### config.mk
export PLATFORM = sky130hd
export DESIGN_NAME = prog_loader
export DESIGN_NICKNAME = d
export VERILOG_FILES = /design/src/rtl/prog_loader.sv
export SDC_FILE = /design/constraint.sdc
export NUM_CORES = 1
export LEC_CHECK = 0
export CAP_MARGIN = 20
export CELL_PAD_IN_SITES_DETAIL_PLACEMENT = 1
export CELL_PAD_IN_SITES_GLOBAL_PLACEMENT = 1
export CORE_MARGIN = 2
export CORE_UTILIZATION = 44
export DETAILED_ROUTE_END_ITERATION = 10
export PLACE_DENSITY_LB_ADDON = 0.1
export RECOVER_POWER = 25
export SETUP_SLACK_MARGIN = 0.15
export SYNTH_ARGS = -nofsm -noshare
export SYNTH_HDL_FRONTEND = slang
export SYNTH_SLANG_ARGS = --single-unit
### constraint.sdc
create_clock -name clk -period 2.95 [get_ports clk]
set_clock_uncertainty 0.15 [all_clocks]
set_input_delay 0.7375 -clock clk [delete_from_list [all_inputs] [get_ports clk]]
set_output_delay 0.7375 -clock clk [all_outputs]
set_load 0.005 [all_outputs]
### src/rtl/prog_loader.sv
// ============================================================================
// prog_loader
// ----------------------------------------------------------------------------
// Boot-time program loader that sits directly upstream of the CPU core.
// It takes a framed byte stream from a byte-wide serial receiver, writes the
// payload into instruction/data RAM starting at address 0, and holds the core
// in reset until a frame passes its checksum.
//
// Frame format: SYNC_BYTE, LEN, LEN data bytes, CSUM
//   LEN  : payload length; 0 encodes 2^ADDR_W bytes
//   CSUM : 8-bit modulo-256 sum of the data bytes
//
// Ports:
//   clk          in   system clock, rising edge
//   rst          in   asynchronous active-high reset
//   rx_valid     in   receiver byte available
//   rx_data      in   received byte
//   rx_ready     out  loader accepts byte (transfer on rx_valid && rx_ready)
//   ram_write_en out  single-cycle RAM write strobe per data byte
//   ram_addr     out  RAM write address (holds when not strobing)
//   ram_data     out  RAM write data (holds when not strobing)
//   cpu_rst      out  core reset, active-high, low only once the load passed
//   done         out  load succeeded, core running
//   error        out  last frame failed (bad checksum or inter-byte timeout)
// ============================================================================
module prog_loader #(
    parameter int          ADDR_W    = 8,
    parameter logic [7:0]  SYNC_BYTE = 8'hA5,
    parameter int          TIMEOUT   = 50000,
    parameter int          TIMEOUT_W = 16
) (
    input  logic              clk,
    input  logic              rst,
    input  logic              rx_valid,
    input  logic [7:0]        rx_data,
    output logic              rx_ready,
    output logic              ram_write_en,
    output logic [ADDR_W-1:0] ram_addr,
    output logic [7:0]        ram_data,
    output logic              cpu_rst,
    output logic              done,
    output logic              error
);

    typedef enum logic [2:0] {
        S_IDLE,
        S_LEN,
        S_DATA,
        S_CSUM,
        S_RUN,
        S_ERR
    } state_t;

    // Timeout fires on the edge where the counter would reach TIMEOUT.
    localparam logic [TIMEOUT_W-1:0] TMO_LAST = TIMEOUT_W'(TIMEOUT - 1);

    state_t              state_q, state_d;
    logic [ADDR_W:0]     cnt_q, cnt_d;
    logic [ADDR_W:0]     len_q, len_d;
    logic [7:0]          sum_q, sum_d;
    logic [TIMEOUT_W-1:0] tmo_q, tmo_d;

    logic                ram_write_en_q, ram_write_en_d;
    logic [ADDR_W-1:0]   ram_addr_q, ram_addr_d;
    logic [7:0]          ram_data_q, ram_data_d;
    logic                cpu_rst_q, cpu_rst_d;
    logic                done_q, done_d;
    logic                error_q, error_d;

    logic                accept;
    logic                in_frame;
    logic [ADDR_W-1:0]   len_field;
    logic [ADDR_W:0]     cnt_inc;

    assign rx_ready  = (state_q != S_RUN);
    assign accept    = rx_valid && rx_ready;
    assign in_frame  = (state_q == S_LEN) || (state_q == S_DATA) || (state_q == S_CSUM);
    assign len_field = ADDR_W'(rx_data);
    assign cnt_inc   = cnt_q + 1'b1;

    always_comb begin
        state_d        = state_q;
        cnt_d          = cnt_q;
        len_d          = len_q;
        sum_d          = sum_q;
        tmo_d          = '0;
        ram_write_en_d = 1'b0;
        ram_addr_d     = ram_addr_q;
        ram_data_d     = ram_data_q;

        unique case (state_q)
            S_IDLE: begin
                if (accept && rx_data == SYNC_BYTE) begin
                    state_d = S_LEN;
                end
            end

            S_LEN: begin
                if (accept) begin
                    // Zero length field sets the extra MSB, i.e. 2^ADDR_W bytes.
                    len_d   = {(len_field == '0), len_field};
                    cnt_d   = '0;
                    sum_d   = '0;
                    state_d = S_DATA;
                end
            end

            S_DATA: begin
                if (accept) begin
                    ram_write_en_d = 1'b1;
                    ram_addr_d     = cnt_q[ADDR_W-1:0];
                    ram_data_d     = rx_data;
                    sum_d          = sum_q + rx_data;
                    cnt_d          = cnt_inc;
                    if (cnt_inc == len_q) begin
                        state_d = S_CSUM;
                    end
                end
            end

            S_CSUM: begin
                // sum_q already includes the last data byte, since that byte
                // was registered on an earlier edge than this one.
                if (accept) begin
                    state_d = (rx_data == sum_q) ? S_RUN : S_ERR;
                end
            end

            S_RUN: begin
                state_d = S_RUN;
            end

            S_ERR: begin
                if (accept && rx_data == SYNC_BYTE) begin
                    state_d = S_LEN;
                end
            end

            default: begin
                state_d = S_IDLE;
            end
        endcase

        // Inter-byte timeout inside a frame; an accepted byte always wins.
        if (in_frame && !accept) begin
            if (tmo_q == TMO_LAST) begin
                state_d = S_ERR;
                tmo_d   = '0;
            end else begin
                tmo_d   = tmo_q + 1'b1;
            end
        end

        // Status outputs are registered images of the next state.
        cpu_rst_d = (state_d != S_RUN);
        done_d    = (state_d == S_RUN);
        error_d   = (state_d == S_ERR);
    end

    always_ff @(posedge clk or posedge rst) begin
        if (rst) begin
            state_q        <= S_IDLE;
            cnt_q          <= '0;
            len_q          <= '0;
            sum_q          <= '0;
            tmo_q          <= '0;
            ram_write_en_q <= 1'b0;
            ram_addr_q     <= '0;
            ram_data_q     <= '0;
            cpu_rst_q      <= 1'b1;
            done_q         <= 1'b0;
            error_q        <= 1'b0;
        end else begin
            state_q        <= state_d;
            cnt_q          <= cnt_d;
            len_q          <= len_d;
            sum_q          <= sum_d;
            tmo_q          <= tmo_d;
            ram_write_en_q <= ram_write_en_d;
            ram_addr_q     <= ram_addr_d;
            ram_data_q     <= ram_data_d;
            cpu_rst_q      <= cpu_rst_d;
            done_q         <= done_d;
            error_q        <= error_d;
        end
    end

    assign ram_write_en = ram_write_en_q;
    assign ram_addr     = ram_addr_q;
    assign ram_data     = ram_data_q;
    assign cpu_rst      = cpu_rst_q;
    assign done         = done_q;
    assign error        = error_q;

endmodule

==> results of run 1 <==
## metrics by stage
step	area [µm²]	setup TNS (ps)	hold slack (ps)
final	4140	0	327
after global placement	3890	0	308
after detailed placement	3890	-158	311
after CTS	4140	0	330
after global routing	4140	0	350
after floorplan	3350	0	304
## cells in the mapped netlist (all sizes together) (5+ instances only)
library cell / count / share of area (%)
o21ai: 22 / 3.3
ha: 9 / 3.4
nand3: 20 / 3.0
nor2: 29 / 3.2
xnor2: 15 / 3.9
inv: 11 / 1.2
clkbuf: 13 / 1.5
o22ai: 6 / 1.1
nor3: 7 / 1.0
xor2: 14 / 3.7
and3: 8 / 1.5
nand2: 74 / 8.3
dfrtp: 64 / 48
nand4: 5 / 0.93
a21oi: 18 / 2.7
mux2: 7 / 2.4
## area by class of cell
class / instances / area, µm²
Fill cell: 849 / 3190
Multi-Input combinational cell: 274 / 1630
Sequential cell: 65 / 1630
Timing Repair Buffer: 53 / 475
Clock buffer: 9 / 124
Tap cell: 99 / 124
Clock inverter: 7 / 119
Inverter: 11 / 41.3
## flip-flops by register name (all words and copies together), names as in the netlist
name / cells
tmo_q: 16
cnt_q: 9
len_q: 9
ram_addr: 8
ram_data: 8
sum_q: 8
state_q: 3
cpu_rst: 1
done: 1
error: 1
ram_write_en: 1
## final timing paths
kind                                    startpoint                       to  cells after the start  slack [ps]
hold reg to reg            ram_addr[5]$_DFFE_PP0P_  ram_addr[5]$_DFFE_PP0P_                      2         330
min in group asynchronous                      rst      tmo_q[14]$_DFF_PP0_                      2         700
setup / recovery                        rx_data[0]     sum_q[6]$_DFFE_PP0P_                      9         300
max in group asynchronous                      rst     len_q[4]$_DFFE_PP0P_                      3         660
setup reg to reg              cnt_q[1]$_DFFE_PP0P_          error$_DFF_PP0_                      7         410
hold / removal             ram_addr[5]$_DFFE_PP0P_  ram_addr[5]$_DFFE_PP0P_                      2         330
## routing by layer
metal | part of all wire [%] | vias up | global-route usage (%)
met4 | 1.5 | 0 | 7.70
met3 | 2.4 | 11 | 3.24
met1 | 45 | 1439 | 29.9
li1 | - | 1361 | -
met5 | 0 | - | 0
met2 | 51 | 41 | 39.6
## cell families (layout without fill, tap and decap cells)
group | count (synthesis) | count (layout) | share of synthesized area [%]
simple gates | 166 | 166 | 22.9
flops | 65 | 65 | 48.6
compound gates | 62 | 62 | 11.1
xor+xnor | 29 | 29 | 7.58
buf+inv | 28 | 80 | 3.44
fa+ha+maj | 10 | 10 | 3.96
mux | 7 | 7 | 2.35
## worst max-delay path, stage by stage
cell and delay (ps):
clkdlybuf4s50_1 440, ha_1 260, fa_1 390, a21o_1 170, a21oi_1 200, o21bai_1 90
a21oi_1 170, xor2_1 160, o22ai_1 90
## power by group
| part | internal [mW] | total, mW | switching, mW |
|---|---|---|---|
| Sequential | 1.13 | 1.33 | 0.206 |
| Combinational | 0.595 | 1.21 | 0.616 |
| Clock | 0.561 | 0.937 | 0.376 |
| Total | 2.28 | 3.48 | 1.20 |
## what timing repair did
item / in CTS / in global routing
pin swaps: 0 / 1
setup buffers: 0 / 0
endpoints found under the setup margin: 1 / 4
gates resized for setup: 1 / 3
==> results.toml, run 1 <==
[synth]
syn_area_um2 = 3350
ys.flop_type = "dfrtp_1"
synth_nets = 388
yosys.cell_types.count = 44
syn_area_per_cell_um2 = 9.13
yosys_warnings = 0
ys_ff_latch = 65
synthArstFlopShare_pct = 100
syn-instance-count = 367
synth-edff-count = 0
synth-seq-area-share_pct = 48.6

[clock_tree]
clkSlewWorstSetupHoldPaths_ps = 70
cts_sinks = 65
clk_latency_ps = 350
cts_root_buf = "clkbuf_8"
numCtsBuffers = 9
htreeDepth = 3
cts_tree = "built"
clock_path_buffers = 2
cts_hold_buf = 0

[detailed_routing]
viasPerCell = 5.51
vias = 2852
drtIter0Drc = 109
wl_per_cell_um = 17.1
detail_route.first_pass.iterations = 4
postRouteAntennaNets = 0
wl_um = 8880
route.detailed.drc = 0

[floorplanning]
die_y_um = 91.3
die_w_um = 91.3
pin_count = 32
coreArea_um2 = 7330
dieArea_um2 = 8330
initial_utilization_pct = 45.7
rows = 31

[timing]
rsz0062_at_grt = "no"
final_max_slew_viol_count = 0
fin_crit_sh_pct = 89.9
setup_violations = 0
worst_pin_slew_ps = 931
period_minus_slack_ps = 2650
max_freq_ghz = 0.377
relSlewSlack_pct = 37.9
hold_viol_final = 0
fin_ws_ps = 299

[placed_design]
dp.cells = 502
pre_cts_ws_ps = -120
dp_hpwl_um = 6200
port-buffer-count = 31
globalplace.congestion = 0.827

[global_routing]
grt_max_degree = 42
grt_pass1_vias = 2996
grt_use_total_pct = 23.0
grt_pass1_wl_um = 15100
antenna_found_initial = 0
overflow = 0

[critical_path]
critPathLaunchType = "input pin"
crit_type = "input pin to flip-flop"
required_ps = 3020
crit_path_end_kind = "flip-flop"
crit_fanout = 2
arrival_ps = 2720

[layout]
layout_commonest_cell = "nand2_1"
diodes = 0
stdcell_count = 518
final_nets = 435
layout-drive-gt1-share_pct = 12.4
syn_to_final_growth_pct = 23.6
layout_common_cells = "nand2_1, dfrtp_1, nor2_1, clkdlybuf4s50_1"
fin_util_pct = 56.5

[power_and_ir_drop]
p_per_area_nw_per_um2 = 841
ir_worst_vdd_uv = 411
finalPower_mw = 3.48
leakagePower_nw = 1.85

[worst_hold_path]
hold_class = "flip-flop to flip-flop"

[run_status]
outcome = "complete, no violations"

[run]
maxCapViolCount = 0
No activity file was read; power rests on OpenSTA's default activity.
==> run 2, diff against run 1 <==
ABC_AREA = 1   (was unset)
CORE_UTILIZATION = 43   (was 44)
SLEW_MARGIN = 15   (was unset)
==> run 2 against run 1 <==
Net effect:
- the run now ends with max-capacitance violations, max-slew violations left
- critical endpoint is now rx_ready
- first-iteration DRC count grew 22%
- die area grew 5.1%
- global-route usage shrank 1.4 points
==> results.toml, run 2 <==
[synth]
yosys.cell_types.count = 40
syn_area_per_cell_um2 = 8.19
synth_top_area_share_pct = 46.5
ys_ff_latch = 65
ys_top_cells_by_area = "dfrtp_1, nand2_1, inv_1, o21ai_0, ha_1"
yosys_warnings = 0
synthArstFlopShare_pct = 100
ys.flop_type = "dfrtp_1"
synth_nets = 442
syn_area_um2 = 3450
syn-instance-count = 421
synth_most_common_cell = "nand2_1"
yosysTopAreaCell = "dfrtp_1"
synth-edff-count = 0
synth-seq-area-share_pct = 47.2
synthTopCellsByCount = "nand2_1, dfrtp_1, inv_1"

[worst_hold_path]
hold_path_end = "tmo_q[0]$_DFF_PP0_"
min-delay-start = "tmo_q[0]$_DFF_PP0_"
hold_path_depth = 1
hold_class = "flip-flop to flip-flop"

[global_routing]
grt_pass1_wl_um = 14800
grt_max_degree = 66
grt_pass1_vias = 3103
antenna_found_initial = 0
grt_use_total_pct = 21.7
overflow = 0

[clock_tree]
clk_latency_ps = 340
postCtsSetupBuffers = 0
cts_resized = 0
cts_sinks = 65
numCtsBuffers = 9
cts_tree = "built"
htreeDepth = 3
clkSlewWorstSetupHoldPaths_ps = 70
cts_root_buf = "clkbuf_8"
clock_path_buffers = 2
cts_hold_buf = 0

[layout]
top_register = "tmo_q"
syn_to_final_growth_pct = 18.0
diodes = 0
layout-drive-gt1-share_pct = 12.6
fin_area_um2 = 4070
layout_commonest_cell = "nand2_1"
largestRegisters = "tmo_q x16, cnt_q x9, len_q x9"
fin_util_pct = 52.7
layout_common_cells = "nand2_1, dfrtp_1, inv_1, o21ai_0, clkdlybuf4s50_1"
largest_reg_flops = 16
final_nets = 484

[floorplanning]
die_w_um = 93.5
coreArea_um2 = 7730
initial_utilization_pct = 44.6
die_y_um = 93.5
dieArea_um2 = 8750
rows = 32
pin_count = 32

[detailed_routing]
wl_per_cell_um = 14.5
detail_route.first_pass.iterations = 4
postRouteAntennaNets = 0
viasPerCell = 5.17
route.detailed.drc = 0
drtIter0Drc = 133
wl_um = 8250
vias = 2942

[critical_path]
ff2ff_path_depth = 9
crit_type = "flip-flop to output pin"
r2r_setup_slack_ps = 920
critPathLaunchType = "flip-flop"
required_ps = 2060
crit_path_end_kind = "output pin"
crit_fanout = 4
rr_startpoint = "sum_q[0]$_DFFE_PP0P_"
startpoint = "state_q[1]$_DFF_PP0_"
timing.rr.end = "sum_q[6]$_DFFE_PP0P_"
arrival_ps = 1690

[placed_design]
placed_area_um2 = 3910
dp_hpwl_um = 6100
globalplace.congestion = 0.833
port-buffer-count = 31

[power_and_ir_drop]
finalPower_mw = 3.40
p_per_area_nw_per_um2 = 835
ir_worst_vdd_uv = 376
leakagePower_nw = 1.87

[timing]
rsz0062_at_grt = "no"
final_max_slew_viol_count = 66
relSlewSlack_pct = -10.1
fin_setup_tns_ps = 0
worst_pin_slew_ps = 1650
hold_viol_final = 0
fin_crit_sh_pct = 87.2
setup_violations = 0
period_minus_slack_ps = 2570
max_freq_ghz = 0.389

[run_status]
violations = "max-capacitance violations, max-slew violations"
outcome = "finished, violations left"

[run]
maxCapViolCount = 1
==> run 2: changes by cell type after synthesis, sizes merged, moves of 11 or more <==
cell   previous run  this run
inv              11        61
nand2            74       109
nor2             29        40
o21ai            22        40
xnor2            15         3
xor2             14         2
==> run 2: power breakdown <==
part,leakage (nW),internal [mW],switching [mW]
Clock,0.0802,0.320,0.352
Combinational,0.932,0.579,0.754
Sequential,0.860,1.18,0.213
==> run 2: cells by family (layout without fill, tap and decap cells) <==
kind of cell,after synthesis,count (layout),share of synthesized area [%]
and+or+nand+nor,205,205,28.9
DFF,65,65,47.2
buffers and inverters,67,113,7.48
AOI/OAI and AO/OA,69,69,11.3
adders and majority gates,10,10,3.85
xor gates and xnor gates,5,5,1.27
==> run 2: final cells by class <==
cell class / instances / area, µm²
inverter: 61 / 229
sequential: 65 / 1630
fill: 967 / 3660
tap: 102 / 128
timing repair buffer: 37 / 353
clock buffer: 10 / 138
clock inverter: 5 / 32.5
multi-input combinational: 289 / 1560
==> run 2: metal layers <==
layer  track usage (%)  up-vias  wire [µm]
met1              30.0     1424       4100
met4              8.70        0        174
met5                 0        -          0
met2              33.8       47       3730
met3              3.87       16        244
li1                  -     1455          -
==> run 2: critical path, cell delays in order, from the launching register on <==
cell and delay (ps):
dfrtp_1 420, inv_1 110, nand2_1 100, nor2_1 210, inv_1 70, clkdlybuf4s50_1 440
==> run 2: worst max-delay path by stage <==
stage,end,depth (start not counted)
6_report,rx_ready,5
5_1_grt,state_q[2]$_DFF_PP0_,3
4_1_cts,rx_ready,5
3_5_place_dp,sum_q[6]$_DFFE_PP0P_,10
3_3_place_gp,sum_q[6]$_DFFE_PP0P_,10
2_1_floorplan,cnt_q[0]$_DFFE_PP0P_,1
==> run 2: stage by stage <==
| step | setup WS, ps | std cells | hold slack (ps) |
|---|---|---|---|
| after floorplan | 438 | 421 | 303 |
| after global placement | 163 | 554 | 314 |
| after detailed placement | 83.4 | 554 | 327 |
| after CTS | 349 | 569 | 341 |
| after global routing | 194 | 569 | 365 |
| final | 376 | 569 | 335 |
